<file path="config.mk">
export PLATFORM = sky130hd
export DESIGN_NAME = mux_nx1_reg_flat
export DESIGN_NICKNAME = d
export VERILOG_FILES = /design/src/rtl/mux_nx1_reg_if.sv /design/src/rtl/mux_nx1_reg.sv /design/src/flat_wrapper.sv
export SDC_FILE = /design/constraint.sdc
export NUM_CORES = 1
export LEC_CHECK = 0
export ABC_AREA = 1
export BUFFER_PORTS_ARGS = -buffer_cell sky130_fd_sc_hd__buf_2
export CAP_MARGIN = 20
export CORE_ASPECT_RATIO = 0.75
export CORE_MARGIN = 4
export CORE_UTILIZATION = 50
export DETAILED_ROUTE_END_ITERATION = 7
export PLACE_DENSITY = 0.81
export SLEW_MARGIN = 25
export SYNTH_ARGS = -nofsm -noshare
export SYNTH_HDL_FRONTEND = slang
export SYNTH_SLANG_ARGS = --single-unit
</file>
<file path="constraint.sdc">
create_clock -name clk -period 4.38 [get_ports clk]
set_input_delay 0.876 -clock clk [delete_from_list [all_inputs] [get_ports clk]]
set_output_delay 0.876 -clock clk [all_outputs]
set_load 0.005 [all_outputs]
</file>
<file path="src/rtl/mux_nx1_reg_if.sv">
// Channel-side and consumer-side signals of the registered N:1 multiplexer.
// The mux instance uses the slave modport; the producers/consumer use master.
interface mux_nx1_reg_if #(
    parameter int WIDTH    = 8,
    parameter int CHANNELS = 4,
    parameter int SEL_W    = 2
) ();
    logic [CHANNELS*WIDTH-1:0] din;
    logic [CHANNELS-1:0]       in_valid;
    logic [CHANNELS-1:0]       in_ready;
    logic [SEL_W-1:0]          sel;
    logic                      mode;
    logic [WIDTH-1:0]          y;
    logic [SEL_W-1:0]          y_chan;
    logic                      y_valid;
    logic                      out_ready;
    logic                      sel_err;

    modport slave (
        input  din, in_valid, sel, mode, out_ready,
        output in_ready, y, y_chan, y_valid, sel_err
    );

    modport master (
        output din, in_valid, sel, mode, out_ready,
        input  in_ready, y, y_chan, y_valid, sel_err
    );
endinterface

</file>
<file path="src/rtl/mux_nx1_reg.sv">
// N-channel W-bit multiplexer with a one-word output register, direct or
// round-robin channel selection, and valid/ready handshakes on both sides.
module mux_nx1_reg #(
    parameter int WIDTH    = 8,
    parameter int CHANNELS = 4,
    parameter int SEL_W    = 2
) (
    input logic            clk,
    input logic            rst,
    mux_nx1_reg_if.slave   bus
);

    logic             free;
    logic             sel_bad;
    logic             grant;
    logic [SEL_W-1:0] gidx;
    logic [WIDTH-1:0] gdata;
    logic [SEL_W-1:0] rr_ptr;
    int               k;

    // NOTE: every signal assigned here gets a default first, so no path can
    // leave one unassigned and infer a latch.
    always_comb begin
        free    = !bus.y_valid || bus.out_ready;
        sel_bad = (int'(bus.sel) >= CHANNELS);
        grant   = 1'b0;
        gidx    = '0;
        k       = 0;
        if (!bus.mode) begin
            for (int c = 0; c < CHANNELS; c++) begin
                if (!sel_bad && bus.sel == SEL_W'(c) && bus.in_valid[c]) begin
                    grant = 1'b1;
                    gidx  = SEL_W'(c);
                end
            end
        end else begin
            // Search starts just after the last scan grant, so the most
            // recently served channel has the lowest priority.
            for (int i = 1; i <= CHANNELS; i++) begin
                k = (int'(rr_ptr) + i) % CHANNELS;
                if (!grant && bus.in_valid[k]) begin
                    grant = 1'b1;
                    gidx  = SEL_W'(k);
                end
            end
        end
        grant        = grant && free && !rst;
        gdata        = bus.din[int'(gidx)*WIDTH +: WIDTH];
        bus.in_ready = grant ? (CHANNELS'(1) << gidx) : '0;
    end

    // NOTE: state registers use non-blocking assignments so every register
    // samples the pre-edge values regardless of statement order.
    always_ff @(posedge clk) begin
        if (rst) begin
            bus.y       <= '0;
            bus.y_chan  <= '0;
            bus.y_valid <= 1'b0;
            bus.sel_err <= 1'b0;
            rr_ptr      <= SEL_W'(CHANNELS - 1);
        end else begin
            if (grant) begin
                bus.y       <= gdata;
                bus.y_chan  <= gidx;
                bus.y_valid <= 1'b1;
                if (bus.mode) begin
                    rr_ptr <= gidx;
                end
            end else if (free) begin
                bus.y_valid <= 1'b0;
            end
            if (!bus.mode && sel_bad && (|bus.in_valid)) begin
                bus.sel_err <= 1'b1;
            end
        end
    end

endmodule

</file>
<file path="src/flat_wrapper.sv">
// flat-port wrapper written by rule: the top's interface ports become plain ports
module mux_nx1_reg_flat 
#(
    parameter int WIDTH    = 8,
    parameter int CHANNELS = 4,
    parameter int SEL_W    = 2
)
  (clk, rst, bus_din, bus_in_valid, bus_sel, bus_mode, bus_out_ready, bus_in_ready, bus_y, bus_y_chan, bus_y_valid, bus_sel_err);
  mux_nx1_reg_if #(.WIDTH(WIDTH), .CHANNELS(CHANNELS), .SEL_W(SEL_W)) bus_i ();
  input logic clk;
  input logic rst;
  input wire logic [$bits(bus_i.din)-1:0] bus_din;
  input wire logic [$bits(bus_i.in_valid)-1:0] bus_in_valid;
  input wire logic [$bits(bus_i.sel)-1:0] bus_sel;
  input wire logic [$bits(bus_i.mode)-1:0] bus_mode;
  input wire logic [$bits(bus_i.out_ready)-1:0] bus_out_ready;
  output wire logic [$bits(bus_i.in_ready)-1:0] bus_in_ready;
  output wire logic [$bits(bus_i.y)-1:0] bus_y;
  output wire logic [$bits(bus_i.y_chan)-1:0] bus_y_chan;
  output wire logic [$bits(bus_i.y_valid)-1:0] bus_y_valid;
  output wire logic [$bits(bus_i.sel_err)-1:0] bus_sel_err;
  assign bus_i.din = bus_din;
  assign bus_i.in_valid = bus_in_valid;
  assign bus_i.sel = bus_sel;
  assign bus_i.mode = bus_mode;
  assign bus_i.out_ready = bus_out_ready;
  assign bus_in_ready = bus_i.in_ready;
  assign bus_y = bus_i.y;
  assign bus_y_chan = bus_i.y_chan;
  assign bus_y_valid = bus_i.y_valid;
  assign bus_sel_err = bus_i.sel_err;
  mux_nx1_reg #(.WIDTH(WIDTH), .CHANNELS(CHANNELS), .SEL_W(SEL_W)) u_core (.clk(clk), .rst(rst), .bus(bus_i));
endmodule
</file>
==> summary.md, run 1 <==
| Metric | Value |
|---|---|
| Number of standard cells in the layout, taps in and fillers out | 314 |
| Synth-to-Final Area Change | 23.1% |
| Floorplan Core Area | approximately 2300 sq um |
| Total Routed Length | 3350 microns |
| Clock Sink Count | 13 |
| Count of cells along the worst hold path | 2 |
| Total DRC errors in the routed layout | 0 |
| Fraction of final layout cells sized beyond drive strength 1 | 0.282 |
| Critical path data arrival time | 2.78 ns |
| Critical path type | flip-flop to output port |
| Crit Path Max Fanout | 22 |
| Time the worst path needs with I/O delays and setup | 3.66 ns |
| IO Pins | a little under 60 |
| Depth of the most critical reg-to-reg path | 15 |
| Via count of the first global-routing pass | 1276 |
| CP required | 3.50 ns |
| Number of buffers added on ports | 56 |
| Number of levels in the clock H-tree | 1 |
| Wire length of the first global-routing pass | 5580 microns |
| Internal cell power | 0.000235 W |
| Y dimension of the die | between 50 and 60 microns |
| Antenna violations before repair | 0 |
| Mapped Nets | 271 |
| Number of post-CTS setup repair buffers | 0 |
| Horizontal die dimension | 65.6 microns |
| Overflow left after global routing | 0 |
| RSZ-0062 raised after global routing | no |
| Count of vias placed by the detailed router | 1514 |
| Per-instance average area after synthesis | between 5 and 6 sq um |
| Type of the most critical hold path | flip-flop to flip-flop |
| Via density per instance | 4.82 |
| Setup slack of the worst register-to-register path | roughly 1.7 ns |
| Overall Power | 0.000403 W |
| Area of the die | between 3000 and 4000 sq um |
| Slew @ Worst Pin | ~0.60 ns |
| End point of the worst hold path | u_core.bus.y[6]$_SDFFE_PP0P_ |
| Min Hold Slack | 0.497 ns |
| Count of endpoints failing setup in the final report | 0 |
| Final weighted congestion of routability-driven global placement | 0.889 |
| Setup crit start kind | flip-flop |
| R2R Path End | u_core.bus.y[6]$_SDFFE_PP0P_ |
| TritonCTS clock tree | done |
| Clock network fraction of design power | 0.198 |
| Slew HR | 0.599 |
| Flop pwr share | 0.356 |
| Max-capacitance violation count | 0 |
| Initial Util | 0.534 |
| Count of cells resized by post-cts repair | 0 |
| Total number of yosys warnings | 0 |
| Cell count after placement | 310 |
| Average wire length per cell after detail routing | 10.7 microns |
| Hold_sp | u_core.bus.y[6]$_SDFFE_PP0P_ |
| Clock slew seen by the registers of the worst setup and hold paths | 0.09 ns |
| Clock Latency Late Sink | 0.29 ns |
| Worst ir drop on vdd | 0.182 mV |
| Drt first pass iters | 4 |
| Share of power burned in combinational logic | 0.446 |
| Remaining antenna violation count | 0 |
| Number of synthesized register bits | 13 |
| Distinct cells, synth | 23 |
| Number of filler instances in the final layout | 256 |
| Final slew viol count | 0 |
| Power density normalized to cell area | 263 nW/um^2 |
| Setup TNS Final | 0 ns |
| Clock buffer count from CTS | 3 |
| Hold Fails Final Rpt | 0 |
| Startpoint of the worst-slack reg-to-reg timing path | u_core.rr_ptr[0]$_SDFFE_PP1P_ |
| Final layout net count | between 300 and 400 |
| Portion of the clock cycle consumed by the worst path in the final layout | 0.835 |
| Drt first-iter violations | 110 |
| Timing-limited maximum frequency | about 270 MHz |
| Quantity of hold-fixing buffers added after cts | 0 |
| Overall routing resource usage | 0.210 |
| Max Root-Sink Buffers | 2 |
| Clock Tree Root | clkbuf_4 |
| HPWL reported at the end of detailed placement | 2660 microns |
| Switching component of the power | about 0.00017 W |
| Sequential share of the synthesized area | 0.209 |
| Run status | finished, final reports clean |
| Switching Share | 0.416 |
| Worst Clk Skew | 0.000673 ns |
| Post-Syn Instances | 229 |
| Leakage power of the design | between 0.9 and 1 nW |
| Diodes inserted | 0 |
| FP Rows | 15 |
| Critical path endpoint category | output port |
| Post-synthesis cell area | 1240 sq um |
| Largest net degree at the start of global routing | 23 |
worst max path at each step:
| stage | start | end | slack [ns] |
|---|---|---|---|
| final | u_core.rr_ptr[0]$_SDFFE_PP1P_ | bus_in_ready[0] | 0.72 |
| after global routing | u_core.rr_ptr[0]$_SDFFE_PP1P_ | bus_in_ready[0] | 0.41 |
| after CTS | u_core.rr_ptr[0]$_SDFFE_PP1P_ | bus_in_ready[0] | 0.74 |
| after detailed placement | bus_sel[1] | bus_in_ready[1] | 0.78 |
| after global placement | bus_sel[1] | bus_in_ready[1] | 0.83 |
| after floorplan | bus_in_valid[2] | bus_in_ready[0] | 1.60 |
cell usage in the layout (no fill, tap or decap):
master,synthesis,layout
clkbuf_4,0,3
clkinv_2,0,1
nand2_4,1,1
nor2_2,1,1
nor2_1,22,22
nand3_1,34,34
a21oi_1,5,5
inv_1,34,34
nor2_4,3,3
nor2_8,1,1
nand2_1,78,78
inv_2,4,4
nand2_2,8,8
nand3_2,1,1
o21ai_0,6,6
a31oi_1,1,1
nand4_1,1,1
o21ai_1,2,2
conb_1,1,1
dfxtp_1,13,13
nor3_1,4,4
buf_2,2,56
layer usage:
metal	part of all wire	track usage	routed length, microns	vias up
met5	0	0	0	-
met3	0.076	0.0527	254	5
met1	0.50	0.299	1670	649
li1	-	-	-	800
met4	0.0075	0.0379	25	0
met2	0.42	0.321	1400	60
metrics by stage:
stage                     worst slack [ns]  area (sq um)  utilization
after floorplan                       1.60          1240            -
after global placement               0.831          1500        0.646
after detailed placement             0.783          1500        0.646
after CTS                            0.735          1530        0.658
after global routing                 0.413          1530        0.658
final                                0.723          1530        0.658
synth_stat cells, drive strengths merged:
| cell | number | area (sq um) |
|---|---|---|
| nand2 | 87 | 354 |
| nor2 | 27 | 143 |
| a21oi | 5 | 25.0 |
| o21ai | 8 | 40.0 |
| nand4 | 1 | 6.26 |
| dfxtp | 13 | 260 |
| clkbuf | 2 | 7.51 |
| buf | 7 | 55.1 |
| inv | 38 | 143 |
| nor3 | 4 | 20.0 |
| a31oi | 1 | 6.26 |
| nand3 | 35 | 180 |
| conb | 1 | 3.75 |
critical path: stages, from the launching register on:
cell and delay [ns]:
dfxtp_1 0.60, inv_2 0.18, nand2_1 0.09, nand2_1 0.11
nand2_1 0.10, nand2_2 0.08, nor2_4 0.12, nand3_1 0.07
nand2_1 0.06, nand2_1 0.04, nand2_1 0.28, nand2_2 0.35
inv_1 0.22, nor2_1 0.06, buf_2 0.12
sequential cells by signal, summed over array words and instances (netlist names):
signal              cells
u_core.rr_ptr           2
u_core.bus.y_chan       2
u_core.bus.y            8
u_core.bus.y_valid      1
power groups by stage:
| stage | Sequential [W] | Combinational [W] | Clock (W) |
|---|---|---|---|
| CTS | 0.000144 | 0.000180 | 0.0000814 |
| finish | 0.000144 | 0.000180 | 0.0000797 |
| floorplan | 0.000144 | 0.000133 | 0 |
| global route | 0.000146 | 0.000206 | 0.0000878 |
| global placement | 0.000146 | 0.000176 | 0 |
| detailed placement | 0.000146 | 0.000179 | 0 |
cell type report:
class,count,area (sq um),area share
Inverter,38,143,0.0931
Multi-Input combinational cell,169,778,0.508
Clock inverter,1,5.00,0.00327
Sequential cell,13,260,0.170
Clock buffer,3,22.5,0.0147
Timing Repair Buffer,56,280,0.183
Tap cell,34,42.5,0.0278
cell families after synthesis:
family,synth area share
AOI/OAI and AO/OA,0.0573
buffers and inverters,0.165
DFF,0.209
other,0.00302
and+or+nand+nor,0.565
No activity file was read; power rests on OpenSTA's default activity.
==> run 2, diff against run 1 <==
--- a/config.mk
+++ b/config.mk
@@ -10,9 +10,9 @@
 export CAP_MARGIN = 20
 export CORE_ASPECT_RATIO = 0.75
 export CORE_MARGIN = 4
-export CORE_UTILIZATION = 50
+export CORE_UTILIZATION = 47
 export DETAILED_ROUTE_END_ITERATION = 7
-export PLACE_DENSITY = 0.81
+export PLACE_DENSITY = 0.77
 export SLEW_MARGIN = 25
 export SYNTH_ARGS = -nofsm -noshare
 export SYNTH_HDL_FRONTEND = slang
==> constraint.sdc (replaced) <==
create_clock -name clk -period 3.7 [get_ports clk]
set_input_delay 0.74 -clock clk [delete_from_list [all_inputs] [get_ports clk]]
set_output_delay 0.74 -clock clk [all_outputs]
set_load 0.005 [all_outputs]
==> summary.md, run 2 (synthesized netlist as in run 1, its figures left out) <==
| Metric | Value |
|---|---|
| Run status | finished, final reports clean |
| Drt first pass iters | 4 (unchanged) |
| Initial Util | 0.518 (-0.0167) |
| Final slew viol count | 0 (unchanged) |
| Slowest library cell on the worst path | dfxtp_1 |
| Number of flip-flops under the largest register name | 8 (unchanged) |
| Area of the die | 3540 sq um (+5.5%) |
| Final design instance area without fill | 1550 sq um (+1.5%) |
| Count of cells resized by post-cts repair | 0 (unchanged) |
| RSZ-0062 raised after global routing | no |
| Diodes inserted | 0 (unchanged) |
| Cell type group with the largest total delay on the critical path | simple AND/OR/NAND/NOR gates |
| Count of endpoints failing setup in the final report | 0 (unchanged) |
| Final layout net count | 326 (+0.93%) |
| Worst Clk Skew | 0.00523 ns (+0.00455 ns) |
| Clock slew seen by the registers of the worst setup and hold paths | 0.09 ns (about the same) |
| IO Pins | 58 (unchanged) |
| Worst ir drop on vdd | 0.173 mV (-4.6%) |
| Max-capacitance violation count | 0 (unchanged) |
| Y dimension of the die | 52.6 microns (+2.7%) |
| Power density normalized to cell area | 310 nW/um^2 (+18%) |
| Final weighted congestion of routability-driven global placement | 0.913 (+2.7%) |
| Clock buffer count from CTS | 3 (unchanged) |
| Internal cell power | 0.000283 W (+20%) |
| Crit Path Max Fanout | 12 (-45%) |
| Largest net degree at the start of global routing | 17 (-26%) |
| Portion of the clock cycle consumed by the worst path in the final layout | 0.879 |
| Quantity of hold-fixing buffers added after cts | 0 (unchanged) |
| Total Routed Length | 3340 microns (-0.24%) |
| Top cell by count, worst path | nand2_1 |
| Max Root-Sink Buffers | 2 (unchanged) |
| Floorplan Core Area | 2400 sq um (+3.2%) |
| Via count of the first global-routing pass | 1241 (-2.7%) |
| Critical path endpoint category | output port |
| Via density per instance | 4.77 (-1.0%) |
| Setup TNS Final | 0 ns (unchanged) |
| HPWL reported at the end of detailed placement | 2600 microns (-2.4%) |
| Clock Sink Count | 13 (unchanged) |
| Share of power burned in combinational logic | 0.454 (+0.008) |
| Number of buffers added on ports | 56 (unchanged) |
| Fraction of final layout cells sized beyond drive strength 1 | 0.290 (+0.00761) |
| Clock Tree Root | clkbuf_4 |
| Count of vias placed by the detailed router | 1513 (-0.066%) |
| Setup crit start kind | flip-flop |
| Flop pwr share | 0.351 (-0.005) |
| Drt first-iter violations | 68 (-38%) |
| Critical path type | flip-flop to output port |
| Overall Power | 0.000482 W (+19%) |
| Number of post-CTS setup repair buffers | 0 (unchanged) |
| Min Hold Slack | 0.479 ns (-0.0187 ns) |
| Switching component of the power | 0.000199 W (+18%) |
| Critical path data arrival time | 2.51 ns (-0.27 ns) |
| Hold Fails Final Rpt | 0 (unchanged) |
| Regs by FF count | u_core.bus.y x8, u_core.bus.y_chan x2, u_core.rr_ptr x2 |
| Maximum single-stage delay on the critical path | 0.57 ns (-0.03 ns) |
| Cell-by-cell listing of the critical path | inv_2 > nand2_1 > nand2_1 > nand2_1 > nand2_2 > nor2_4 > nand3_1 > nand2_1 > nand2_1 > nand2_1 > nand2_2 > inv_1 > nor2_1 > buf_2 |
| Number of buffers and inverters on the critical path | 3 (unchanged) |
| Reg with most FFs | u_core.bus.y |
| FP Rows | 15 (unchanged) |
| CP required | 2.96 ns (-0.54 ns) |
| Leakage power of the design | 0.992 nW (+1.4%) |
| Clock network fraction of design power | 0.196 (-0.002) |
| Number of levels in the clock H-tree | 1 (unchanged) |
| Average wire length per cell after detail routing | 10.5 microns (-1.2%) |
| Overflow left after global routing | 0 (unchanged) |
| Standard cell area after detailed placement | 1530 sq um (+1.5%) |
| Time the worst path needs with I/O delays and setup | 3.25 ns |
| Clock Latency Late Sink | 0.29 ns (about the same) |
| Total DRC errors in the routed layout | 0 (unchanged) |
| Antenna violations before repair | 0 (unchanged) |
| Remaining antenna violation count | 0 (unchanged) |
| Timing-limited maximum frequency | between 300 and 400 MHz |
| Synth-to-Final Area Change | 24.9% |
| Wire length of the first global-routing pass | 5440 microns (-2.5%) |
| Horizontal die dimension | 67.4 microns (+2.8%) |
| TritonCTS clock tree | done |
| Switching Share | 0.413 (-0.00377) |
| Most common cell after layout, fill and taps aside | nand2_1 |
| Commonest cells after routing, fill and taps aside | 78 x nand2_1, 56 x buf_2, 34 x inv_1, 34 x nand3_1, 22 x nor2_1 |
| Overall routing resource usage | 0.200 (-0.00968) |
| Type of the most critical hold path | flip-flop to flip-flop |
## run 2: cell count changes in the layout (fill, tap and decap cells not counted), sizes merged
cell  before  now
buf       56   59
## run 2: layout make-up
type,instances,area [sq um]
Multi-Input combinational cell,169,778
Timing Repair Buffer,59,303
Clock buffer,3,22.5
Tap cell,34,42.5
Inverter,38,143
Clock inverter,1,5.00
Fill cell,248,848
Sequential cell,13,260
## run 2: routing by layer
layer  vias to the layer above  track usage  share of wire  wire length [microns]
li1                        808            -              -                      -
met1                       645        0.280           0.48                   1590
met2                        55        0.297           0.42                   1410
met3                         5       0.0601          0.093                    311
met4                         0       0.0505         0.0084                     28
met5                         -            0              0                      0
## run 2: final timing paths
path	end	slack (ns)	start	depth (start not counted)
worst max-delay path	bus_in_ready[0]	0.45	u_core.rr_ptr[0]$_SDFFE_PP1P_	14
worst min register to register	u_core.bus.y[6]$_SDFFE_PP0P_	0.48	u_core.bus.y[6]$_SDFFE_PP0P_	2
worst min-delay path	u_core.bus.y[6]$_SDFFE_PP0P_	0.48	u_core.bus.y[6]$_SDFFE_PP0P_	2
worst max register to register	u_core.bus.y[1]$_SDFFE_PP0P_	1.09	u_core.rr_ptr[0]$_SDFFE_PP1P_	16
## run 2: power by group through the flow
stage                     clock [W]  sequential [W]  combinational [W]
after floorplan                   0        0.000170           0.000157
after global placement            0        0.000173           0.000217
after detailed placement          0        0.000172           0.000218
after CTS                 0.0000974        0.000169           0.000219
after global routing       0.000104        0.000172           0.000250
final                     0.0000942        0.000169           0.000218
## run 2: tightest hold or removal path: cells and delay by family, from the launching register on
family	cells	cell delay (ns)
DFF	1	0.32
and+or+nand+nor	2	0.12
## run 2: metrics by stage
step / std cells / util / setup WS [ns]
3_3_place_gp: 313 / 0.635 / 0.640
3_5_place_dp: 313 / 0.635 / 0.627
5_1_grt: 317 / 0.647 / 0.103
4_1_cts: 317 / 0.647 / 0.443
2_1_floorplan: 229 / - / 1.19
6_report: 317 / 0.647 / 0.447
